<file path="src/rtl/cond_unit_if.sv">
// cond_unit_if: bundle of decoder/ALU inputs and gated strobes around the condition unit
//  master : drives valid, stall, cond, alu_flags, flag_w, pcs, reg_w, mem_w, no_write;
//           observes cond_ex, pc_src, reg_write, mem_write, flags, squash_count
//  slave  : the condition unit itself (opposite directions)
interface cond_unit_if #(parameter int CNT_W = 16);
  logic             valid;
  logic             stall;
  logic [3:0]       cond;
  logic [3:0]       alu_flags;
  logic [1:0]       flag_w;
  logic             pcs;
  logic             reg_w;
  logic             mem_w;
  logic             no_write;
  logic             cond_ex;
  logic             pc_src;
  logic             reg_write;
  logic             mem_write;
  logic [3:0]       flags;
  logic [CNT_W-1:0] squash_count;
  modport master (
    output valid, stall, cond, alu_flags, flag_w, pcs, reg_w, mem_w, no_write,
    input  cond_ex, pc_src, reg_write, mem_write, flags, squash_count
  );
  modport slave (
    input  valid, stall, cond, alu_flags, flag_w, pcs, reg_w, mem_w, no_write,
    output cond_ex, pc_src, reg_write, mem_write, flags, squash_count
  );
endinterface

</file>
<file path="src/rtl/cond_unit.sv">
// cond_unit: ARM flags register, condition evaluation and write-strobe gating
//  clk, reset_n (async active-low) plain ports; everything else on bus (cond_unit_if.slave)
//  COND_UNIT_SQUASH_CNT_EN defined: saturating squashed-instruction counter on squash_count
//  otherwise squash_count is tied to 0
module cond_unit #(
  parameter int CNT_W = 16
) (
  input logic        clk,
  input logic        reset_n,
  cond_unit_if.slave bus
);
  logic [3:0] flags_q, flags_d;
  logic       n, z, c, v, fire, upd;
  logic [15:0] tbl;
  always_comb begin
    {n, z, c, v} = flags_q;
    // indexed by cond: bit k is the pass condition for code k (AL and 0xF always pass)
    tbl = {1'b1, 1'b1, z | (n ^ v), ~z & ~(n ^ v), n ^ v, ~(n ^ v), ~c | z, c & ~z,
           ~v, v, ~n, n, ~c, c, ~z, z};
    bus.cond_ex = tbl[bus.cond];
    fire = bus.valid & ~bus.stall;
    upd = fire & bus.cond_ex;
    bus.pc_src = upd & bus.pcs;
    bus.reg_write = upd & bus.reg_w & ~bus.no_write;
    bus.mem_write = upd & bus.mem_w;
    flags_d[3:2] = (upd & bus.flag_w[1]) ? bus.alu_flags[3:2] : flags_q[3:2];
    flags_d[1:0] = (upd & bus.flag_w[0]) ? bus.alu_flags[1:0] : flags_q[1:0];
  end
  always_ff @(posedge clk or negedge reset_n)
    if (!reset_n) flags_q <= 4'b0000;
    else flags_q <= flags_d;
  assign bus.flags = flags_q;
`ifdef COND_UNIT_SQUASH_CNT_EN
  logic [CNT_W-1:0] cnt_q, cnt_d;
  always_comb cnt_d = (fire & ~bus.cond_ex & ~&cnt_q) ? cnt_q + 1'b1 : cnt_q;
  always_ff @(posedge clk or negedge reset_n)
    if (!reset_n) cnt_q <= '0;
    else cnt_q <= cnt_d;
  assign bus.squash_count = cnt_q;
`else
  assign bus.squash_count = {CNT_W{1'b0}};
`endif
endmodule

</file>
<file path="src/flat_wrapper.sv">
// flat-port wrapper written by rule: the top's interface ports become plain ports
module cond_unit_flat 
#(
  parameter int CNT_W = 16
)
  (clk, reset_n, bus_valid, bus_stall, bus_cond, bus_alu_flags, bus_flag_w, bus_pcs, bus_reg_w, bus_mem_w, bus_no_write, bus_cond_ex, bus_pc_src, bus_reg_write, bus_mem_write, bus_flags, bus_squash_count);
  cond_unit_if #(.CNT_W(CNT_W)) bus_i ();
  input logic clk;
  input logic reset_n;
  input wire logic [$bits(bus_i.valid)-1:0] bus_valid;
  input wire logic [$bits(bus_i.stall)-1:0] bus_stall;
  input wire logic [$bits(bus_i.cond)-1:0] bus_cond;
  input wire logic [$bits(bus_i.alu_flags)-1:0] bus_alu_flags;
  input wire logic [$bits(bus_i.flag_w)-1:0] bus_flag_w;
  input wire logic [$bits(bus_i.pcs)-1:0] bus_pcs;
  input wire logic [$bits(bus_i.reg_w)-1:0] bus_reg_w;
  input wire logic [$bits(bus_i.mem_w)-1:0] bus_mem_w;
  input wire logic [$bits(bus_i.no_write)-1:0] bus_no_write;
  output wire logic [$bits(bus_i.cond_ex)-1:0] bus_cond_ex;
  output wire logic [$bits(bus_i.pc_src)-1:0] bus_pc_src;
  output wire logic [$bits(bus_i.reg_write)-1:0] bus_reg_write;
  output wire logic [$bits(bus_i.mem_write)-1:0] bus_mem_write;
  output wire logic [$bits(bus_i.flags)-1:0] bus_flags;
  output wire logic [$bits(bus_i.squash_count)-1:0] bus_squash_count;
  assign bus_i.valid = bus_valid;
  assign bus_i.stall = bus_stall;
  assign bus_i.cond = bus_cond;
  assign bus_i.alu_flags = bus_alu_flags;
  assign bus_i.flag_w = bus_flag_w;
  assign bus_i.pcs = bus_pcs;
  assign bus_i.reg_w = bus_reg_w;
  assign bus_i.mem_w = bus_mem_w;
  assign bus_i.no_write = bus_no_write;
  assign bus_cond_ex = bus_i.cond_ex;
  assign bus_pc_src = bus_i.pc_src;
  assign bus_reg_write = bus_i.reg_write;
  assign bus_mem_write = bus_i.mem_write;
  assign bus_flags = bus_i.flags;
  assign bus_squash_count = bus_i.squash_count;
  cond_unit #(.CNT_W(CNT_W)) u_core (.clk(clk), .reset_n(reset_n), .bus(bus_i));
endmodule
</file>
<file path="config.mk">
export PLATFORM = sky130hd
export DESIGN_NAME = cond_unit_flat
export DESIGN_NICKNAME = d
export VERILOG_FILES = /design/src/rtl/cond_unit_if.sv /design/src/rtl/cond_unit.sv /design/src/flat_wrapper.sv
export SDC_FILE = /design/constraint.sdc
export NUM_CORES = 1
export LEC_CHECK = 0
export ABC_AREA = 1
export CORE_AREA = 2 2 39 41
export CTS_BUF_LIST = sky130_fd_sc_hd__clkbuf_8
export DETAILED_ROUTE_END_ITERATION = 7
export DIE_AREA = 0 0 41 43
export DONT_BUFFER_PORTS = 1
export PLACE_DENSITY = 0.5
export SYNTH_ARGS = -nofsm -noshare
export SYNTH_HDL_FRONTEND = slang
export SYNTH_SLANG_ARGS = --single-unit
</file>
<file path="constraint.sdc">
create_clock -name clk -period 2.2 [get_ports clk]
set_input_delay 0.66 -clock clk [delete_from_list [all_inputs] [get_ports clk]]
set_output_delay 0.66 -clock clk [all_outputs]
set_load 0.05 [all_outputs]
</file>
# Word-level counts from Yosys, hierarchy flattened
# Index checks and enable logic that the tools add are counted.
[op_classes]
magnitude_cmp = 1
mux = 2
bitwise = 20
[ops]
columns = ["op", "n"]
rows = [
  ["$and 1x1->1", 10],
  ["$not 1->1", 7],
  ["$lt 4x5->1 const B", 1],
  ["$bmux 1 s4", 1],
  ["$or 1x1->1", 2],
  ["$mux 1", 1],
  ["$xor 1x1->1", 1],
]
[word_totals]
regBits = 4
inputBits = 18
output_inout_bits = 24
elab_cells = 25

# Logic depth before layout (Yosys ltp)
# Gate-level depths: netlist of run 1.
[logic_depth]
depth_word = 8
ltp_mapped = 11

# Least setup slack after synthesis of run 1
# Ideal clock, no wire load.
[synth_timing]
path_type = "register -> output"
start = "reg u_core.flags_q[3] (netlist: u_core.bus.flags[3])"
end = "out bus_mem_write"
arrival_time_ns = 2.351
t_required_ns = 1.540
slack_ns = -0.811
path_stages_with_launch = 11
n_path_buf = 0
cell_sequence = "dfrtp_1 inv_1 nand2_1 nand2_1 nand2_1 nand2_1 nand3_1 nand2_2 a21oi_4 nand2_1 nor2_1"
[synth_between]
elab_chain_cells = 7
[synth_lines]
columns = ["element", "line", "source"]
rows = [
  ["start, declared", "cond_unit.sv:12", "logic [3:0] flags_q, flags_d;"],
  ["start signal, assigned", "cond_unit.sv:31", "else flags_q <= flags_d;"],
  ["$xor 1x1->1", "cond_unit.sv:18", "tbl = {1'b1, 1'b1, z | (n ^ v), ~z & ~(n ^ v), n ^ v, ~(n ^ v), ~c | z, c & ~z,"],
  ["$not 1->1", "cond_unit.sv:18", ""],
  ["$and 1x1->1", "cond_unit.sv:18", ""],
  ["$bmux 1 s4 *", "cond_unit.sv:20", "bus.cond_ex = tbl[bus.cond];"],
  ["$mux 1 (not written as such) *", "cond_unit.sv:20", ""],
  ["via bus_cond_ex", "flat_wrapper.sv:19", "output wire logic [$bits(bus_i.cond_ex)-1:0] bus_cond_ex;"],
  ["$and 1x1->1 *", "cond_unit.sv:22", "upd = fire & bus.cond_ex;"],
  ["$and 1x1->1 *", "cond_unit.sv:25", "bus.mem_write = upd & bus.mem_w;"],
  ["end, declared", "flat_wrapper.sv:22", "output wire logic [$bits(bus_i.mem_write)-1:0] bus_mem_write;"],
]
# The timed path passes the listed nets; every way through them passes the cells marked *. The select of a mux whose other input is x is not followed.

# Worst setup path in the final report of run 1
[layout_timing]
start = "reg u_core.flags_q[0] (netlist: u_core.bus.flags[0])"
end = "out bus_reg_write"
[layout_between]
elab_chain_cells = 8
[layout_lines]
columns = ["element", "line", "source"]
rows = [
  ["$xor 1x1->1", "cond_unit.sv:18", ""],
  ["$not 1->1", "cond_unit.sv:18", ""],
  ["$and 1x1->1", "cond_unit.sv:18", ""],
  ["$bmux 1 s4 *", "cond_unit.sv:20", ""],
  ["$mux 1 (not written as such) *", "cond_unit.sv:20", ""],
  ["$and 1x1->1 *", "cond_unit.sv:22", ""],
  ["$and 1x1->1 * (2 in series)", "cond_unit.sv:24", "bus.reg_write = upd & bus.reg_w & ~bus.no_write;"],
  ["end, declared", "flat_wrapper.sv:21", "output wire logic [$bits(bus_i.reg_write)-1:0] bus_reg_write;"],
]
# Mark *: on every way between the ends. The rest lies on a longest branch, timed or not. The select of a mux whose other input is x is not followed.

==> results of run 1 <==
cells by family after synthesis:
kind of cell,count (synthesis),synth area share [%]
AO/OA/AOI/OAI,2,4.867
flip-flops,4,19.47
other,1,0.7292
buffers and inverters,27,31.39
AND/OR/NAND/NOR,49,43.56
placed cells by master, fill, tap and decap left out, types with 2 or more instances in the layout:
cell type and n:
nand3_2 6, nand2_2 6, conb_1 16, clkbuf_8 3, buf_4 10, dfrtp_2 4
nor2_4 3, nand4_1 6, nand3_1 6, inv_1 5, nand2_1 18, inv_2 5
buf_12 3, nor2_1 2
metal layers:
metal	part of all wire, %	up-vias	global-route usage (%)
met4	0	0	2.000
li1	-	266	-
met1	40	223	18.18
met3	9.1	0	4.712
met2	51	23	20.94
met5	0	-	0
final timing paths:
kind | from | to | slack, ns | cells past startpoint
max reg2reg | u_core.bus.flags[0]$_DFFE_PN0P_ | u_core.bus.flags[2]$_DFFE_PN0P_ | 0.72 | 10
min | reset_n | u_core.bus.flags[0]$_DFFE_PN0P_ | 0.14 | 0
max in group asynchronous | reset_n | u_core.bus.flags[3]$_DFFE_PN0P_ | 1.98 | 0
min in group clk | u_core.bus.flags[1]$_DFFE_PN0P_ | u_core.bus.flags[1]$_DFFE_PN0P_ | 0.55 | 2
max | u_core.bus.flags[0]$_DFFE_PN0P_ | bus_reg_write | -0.13 | 10
min reg2reg | u_core.bus.flags[1]$_DFFE_PN0P_ | u_core.bus.flags[1]$_DFFE_PN0P_ | 0.55 | 2
critical path, delay by kind of cell, from the launching register on:
kind	cells	cell delay (ns)
and+or+nand+nor	7	0.61
DFF	1	0.43
buffers and inverters	2	0.21
AOI/OAI and AO/OA	1	0.21
area by class of cell:
type / instances / area, um2 / share of cell area [%]
clock buffers: 3 / 41.29 / 5.446
inverters: 11 / 53.80 / 7.096
multi-input cells: 67 / 376.6 / 49.67
flip-flops and latches: 4 / 105.1 / 13.86
well taps: 16 / 20.02 / 2.640
repair buffers: 15 / 161.4 / 21.29
what timing repair did:
action / 4_1_cts / 5_1_grt
pin swaps: 6 / 6
buffers inserted: 3 / 2
gates resized for setup: 3 / 5
setup endpoints to repair: 4 / 4
per-stage QoR:
step / util, % / cells / hold slack, ns
detailed placement: 46.65 / 108 / 0.3645
floorplan: - / 98 / 0.3644
global placement: 46.65 / 108 / 0.3645
global route: 54.79 / 116 / 0.1348
finish: 54.79 / 116 / 0.1436
CTS: 51.99 / 114 / 0.1403
power by group:
group / switching [mW] / total, mW / internal, mW
logic: 0.264 / 0.396 / 0.132
clock network: 0.0339 / 0.150 / 0.116
registers: 0.0308 / 0.129 / 0.0979
==> results.sh, run 1 <==
export IMPL_synthFlopType="dfrtp_1"
export IMPL_synth_commonest_cells="nand2_1, buf_4, nand3_1, inv_1, nand4_1"
export IMPL_fin_nets=120
export IMPL_drive_gt1_share_pct=47.00
export IMPL_setup_slack_ns=-0.1323
export IMPL_root_buffer="clkbuf_8"
export IMPL_yosysMostFrequentCell="nand2_1"
export IMPL_detail_route_antenna_nets=0
export IMPL_power_leakage_nw=0.3905
export IMPL_ys_seq_area_share_pct=19.46
export IMPL_synth_area_leaders="buf_4, dfrtp_1, nand2_1"
export IMPL_cp_arrival_ns=1.67
export IMPL_largest_reg_flops=4
export IMPL_dp_hpwl_um=933.3
export IMPL_drt_total_wl_um=1129
export IMPL_vdd_ir_drop_worst_mv=0.6816
export IMPL_path_clk_slew_ns=0.03
export IMPL_path_class="reg2out"
export IMPL_routed_via_density=4.414
export IMPL_yosys_area_top_type_share_pct=23.36
export IMPL_drt_iter0_drc=6
export IMPL_synth_edf_count=0
export IMPL_worstSkewPairLatency_ns=0.21
export IMPL_dr_pass1_iters=2
export IMPL_postSynthAreaPerCell_um2=6.196
export IMPL_ys_types=14
export IMPL_period_minus_slack_ns=2.332
export IMPL_numCtsBuffers=3
export IMPL_worstPathCellList="inv_2 > nand2_2 > nand3_1 > nand3_1 > nand3_2 > nand2_2 > a21oi_4 > nand3_2 > nor2_4 > buf_12"
export IMPL_cts_buffer_depth=2
export IMPL_clock_sinks=4
export IMPL_rsz0062_at_grt="yes"
export IMPL_vias=512
export IMPL_num_fill_cells=155
export IMPL_antennaDiodeCount=0
export IMPL_grt_pass1_vias=488
export IMPL_chipHeight_um=43
export IMPL_yosysWarnings=0
export IMPL_hold_path_class="in2async"
export IMPL_coreArea_mm2=0.001384
export IMPL_antenna_found_initial=0
export IMPL_netlist_top_cell_by_area="buf_4"
export IMPL_setup_tns_ns=-0.4292
export IMPL_grt_max_degree=7
export IMPL_grt_first_pass_wirelength_um=1704
export IMPL_syn_to_final_growth_pct=47.45
export IMPL_maxSlewViolCount=0
export IMPL_finalSetupViolCount=4
export IMPL_finalPower_uw=675.1
export IMPL_powerDensity_mw_per_mm2=890.3
export IMPL_fin_skew_ns=0.002422
export IMPL_crit_path_start_kind="register"
export IMPL_crit_required_ns=1.54
export IMPL_fmax_ghz=0.4288
export IMPL_status="finished with violations"
export IMPL_slowest_stage="dfrtp_2"
export IMPL_gp_congestion=0.6100
export IMPL_post_route_period_util_pct=106.0
export IMPL_critPathMaxFanout=5
export IMPL_drc_errors=0
export IMPL_maxCapViolCount=0
export IMPL_netlist_area_um2=514.2
export IMPL_ios=42
export IMPL_die_w_um=41
export IMPL_gr_total_overflow=0
export IMPL_wl_per_cell_um=9.733
export IMPL_grt_total_usage_pct=13.60
export IMPL_htreeDepth=1
export IMPL_hold_violations=0
export IMPL_async_flop_share_pct=100.0
export IMPL_critPathMaxStageDelay_ns=0.43
export IMPL_synth_seq_cells=4
export IMPL_port_buffers=0
export IMPL_placed_area_um2=645.6
export IMPL_end_kind="output port"
export IMPL_rows=14
export IMPL_synth_cells=83
export IMPL_stdcell_area_um2=758.2
export IMPL_initial_utilization_pct=37.16
export IMPL_violations="setup timing"
export IMPL_die_area_mm2=0.001763
export IMPL_tritoncts="yes"
export IMPL_holdBufCountCts=0
export IMPL_place_ws_ns=-0.04598
Note: power is estimated with default switching activity, not from simulation.
==> inputs of run 2 (changes only) <==
--- a/config.mk
+++ b/config.mk
@@ -8,10 +8,12 @@
 export ABC_AREA = 1
 export CORE_AREA = 2 2 39 41
 export CTS_BUF_LIST = sky130_fd_sc_hd__clkbuf_8
+export CTS_CLUSTER_DIAMETER = 60
 export DETAILED_ROUTE_END_ITERATION = 7
 export DIE_AREA = 0 0 41 43
 export DONT_BUFFER_PORTS = 1
-export PLACE_DENSITY = 0.5
+export PLACE_DENSITY = 0.52
+export SLEW_MARGIN = 20
 export SYNTH_ARGS = -nofsm -noshare
 export SYNTH_HDL_FRONTEND = slang
 export SYNTH_SLANG_ARGS = --single-unit
==> constraint.sdc (replaced) <==
create_clock -name clk -period 1.87 [get_ports clk]
set_input_delay 0.561 -clock clk [delete_from_list [all_inputs] [get_ports clk]]
set_output_delay 0.561 -clock clk [all_outputs]
set_load 0.05 [all_outputs]
==> run 2 against run 1 <==
Against the previous run: the flow still finishes with violations (setup timing); sequential share of layout area is 0.19 points higher; routed wire length is 7.4% higher; sequential power is 16% higher; total power is 18% higher; worst setup slack worse by 0.22 ns; critical path depth stayed put; utilization is 0.72 points lower; global-route usage is 1.6 points higher; die area stayed put; sequential cell count stayed put; highest routed layer unchanged.
==> results.sh, run 2 (synthesis gave the netlist of run 1 again) <==
export IMPL_status="finished with violations"
export IMPL_violations="setup timing"
export IMPL_crit_required_ns=1.31
export IMPL_power_switching_uw=389.9
export IMPL_vias=531
export IMPL_powerDensity_mw_per_mm2=1063
export IMPL_post_route_period_util_pct=118.9
export IMPL_drt_iter0_drc=5
export IMPL_syn_to_final_growth_pct=45.50
export IMPL_r2r_end="u_core.bus.flags[1]$_DFFE_PN0P_"
export IMPL_fmax_ghz=0.4496
export IMPL_path_clk_slew_ns=0.03
export IMPL_cp_startpoint="u_core.bus.flags[3]$_DFFE_PN0P_"
export IMPL_maxCapViolCount=0
export IMPL_dp_hpwl_um=915.3
export IMPL_worstSkewPairLatency_ns=0.21
export IMPL_ios=42
export IMPL_rr_startpoint="u_core.bus.flags[3]$_DFFE_PN0P_"
export IMPL_end_kind="output port"
export IMPL_grt_total_usage_pct=15.21
export IMPL_chipHeight_um=43
export IMPL_routed_via_density=4.538
export IMPL_maxSlewViolCount=0
export IMPL_place_ws_ns=-0.2235
export IMPL_wl_per_cell_um=10.37
export IMPL_path_class="reg2out"
export IMPL_numCtsBuffers=3
export IMPL_fin_nets=121
export IMPL_crit_path_start_kind="register"
export IMPL_clock_sinks=4
export IMPL_grt_first_pass_wirelength_um=1835
export IMPL_dr_pass1_iters=3
export IMPL_hold_violations=0
export IMPL_tritoncts="yes"
export IMPL_grt_pass1_vias=486
export IMPL_setup_slack_ns=-0.3540
export IMPL_grt_max_degree=7
export IMPL_die_w_um=41
export IMPL_drive_gt1_share_pct=44.55
export IMPL_port_buffers=0
export IMPL_detail_route_antenna_nets=0
export IMPL_gr_total_overflow=0
export IMPL_pwr_share_clk_pct=22.6
export IMPL_hold_path_class="in2async"
export IMPL_rows=14
export IMPL_finalSetupViolCount=4
export IMPL_fin_skew_ns=0.0005541
export IMPL_final_common_cell="nand2_1"
export IMPL_largest_reg_flops=4
export IMPL_setup_tns_ns=-1.379
export IMPL_post_route_util_pct=54.07
export IMPL_antennaDiodeCount=0
export IMPL_root_buffer="clkbuf_8"
export IMPL_crit_end="bus_reg_write"
export IMPL_cts_buffer_depth=2
export IMPL_initial_utilization_pct=37.16
export IMPL_holdBufCountCts=0
export IMPL_power_leakage_nw=0.3864
export IMPL_reg2regPathDepth=13
export IMPL_p_seq_share_pct=18.9
export IMPL_critPathMaxFanout=6
export IMPL_antenna_found_initial=0
export IMPL_rsz0062_at_grt="yes"
export IMPL_gp_congestion=0.7076
export IMPL_num_fill_cells=143
export IMPL_swShare_pct=49.03
export IMPL_vdd_ir_drop_worst_mv=0.5557
export IMPL_coreArea_mm2=0.001384
export IMPL_drc_errors=0
export IMPL_drt_total_wl_um=1213
export IMPL_period_minus_slack_ns=2.224
export IMPL_p_comb_share_pct=58.5
export IMPL_cp_arrival_ns=1.66
export IMPL_r2r_slack_ns=0.24
export IMPL_htreeDepth=1
export IMPL_intPower_uw=405.3
export IMPL_final_cell_mix="nand2_1, conb_1, buf_4, nand3_2, inv_1"
export IMPL_die_area_mm2=0.001763
-- run 2: cell types whose count changed in the layout (fill, tap and decap cells not counted), sizes merged --
cell	change
buf	+1
-- run 2: worst min path at each step --
stage,start,endpoint,slack [ns],cells after the start
6_report,reset_n,u_core.bus.flags[2]$_DFFE_PN0P_,0.04,0
2_1_floorplan,reset_n,u_core.bus.flags[0]$_DFFE_PN0P_,0.27,0
5_1_grt,reset_n,u_core.bus.flags[2]$_DFFE_PN0P_,0.04,0
3_5_place_dp,reset_n,u_core.bus.flags[3]$_DFFE_PN0P_,0.27,0
4_1_cts,reset_n,u_core.bus.flags[3]$_DFFE_PN0P_,0.04,0
3_3_place_gp,reset_n,u_core.bus.flags[3]$_DFFE_PN0P_,0.27,0
-- run 2: routing by layer --
metal	global-route usage [%]	share of wire [%]	vias to the layer above
li1	-	-	267
met1	16.23	35	235
met2	26.25	53	29
met3	5.759	11	0
met4	4.000	0	0
met5	0	0	-
-- run 2: power by group through the flow --
stage	combinational (mW)	clock, mW	sequential, mW
finish	0.465	0.180	0.150
global route	0.498	0.186	0.156
CTS	0.464	0.181	0.151
detailed placement	0.412	0	0.150
global placement	0.408	0	0.148
floorplan	0.252	0	0.227
-- run 2: critical path, cell delays in order (launching register included) --
cell and delay [ns]:
dfrtp_2 0.45, inv_2 0.08, nand2_2 0.06, nand3_2 0.08, nand3_2 0.07, nand3_2 0.08, nand2_2 0.08, a21oi_4 0.17
nand3_2 0.13, nor2_4 0.12, buf_12 0.14
-- run 2: final cells by class --
type / count / area (um2) / area share [%]
Timing Repair Buffer: 16 / 168.9 / 22.58
Clock buffer: 3 / 41.29 / 5.518
Tap cell: 16 / 20.02 / 2.676
Sequential cell: 4 / 105.1 / 14.05
Multi-Input combinational cell: 67 / 371.6 / 49.67
Inverter: 11 / 41.29 / 5.518
-- run 2: repair_timing --
item                                    CTS  global route
endpoints found under the hold margin     0             0
gates resized for setup                  11             0
setup buffers                             3             0
endpoints found under the setup margin    4             4
pin swaps                                 6             0
-- run 2: stage by stage --
step,power [mW],cells,hold slack [ns],instance area (um2)
floorplan,0.4788,98,0.2654,605.6
global placement,0.5561,111,0.2655,640.6
detailed placement,0.5619,111,0.2655,640.6
CTS,0.7957,117,0.04082,748.2
global route,0.8401,117,0.03734,748.2
finish,0.7952,117,0.04252,748.2
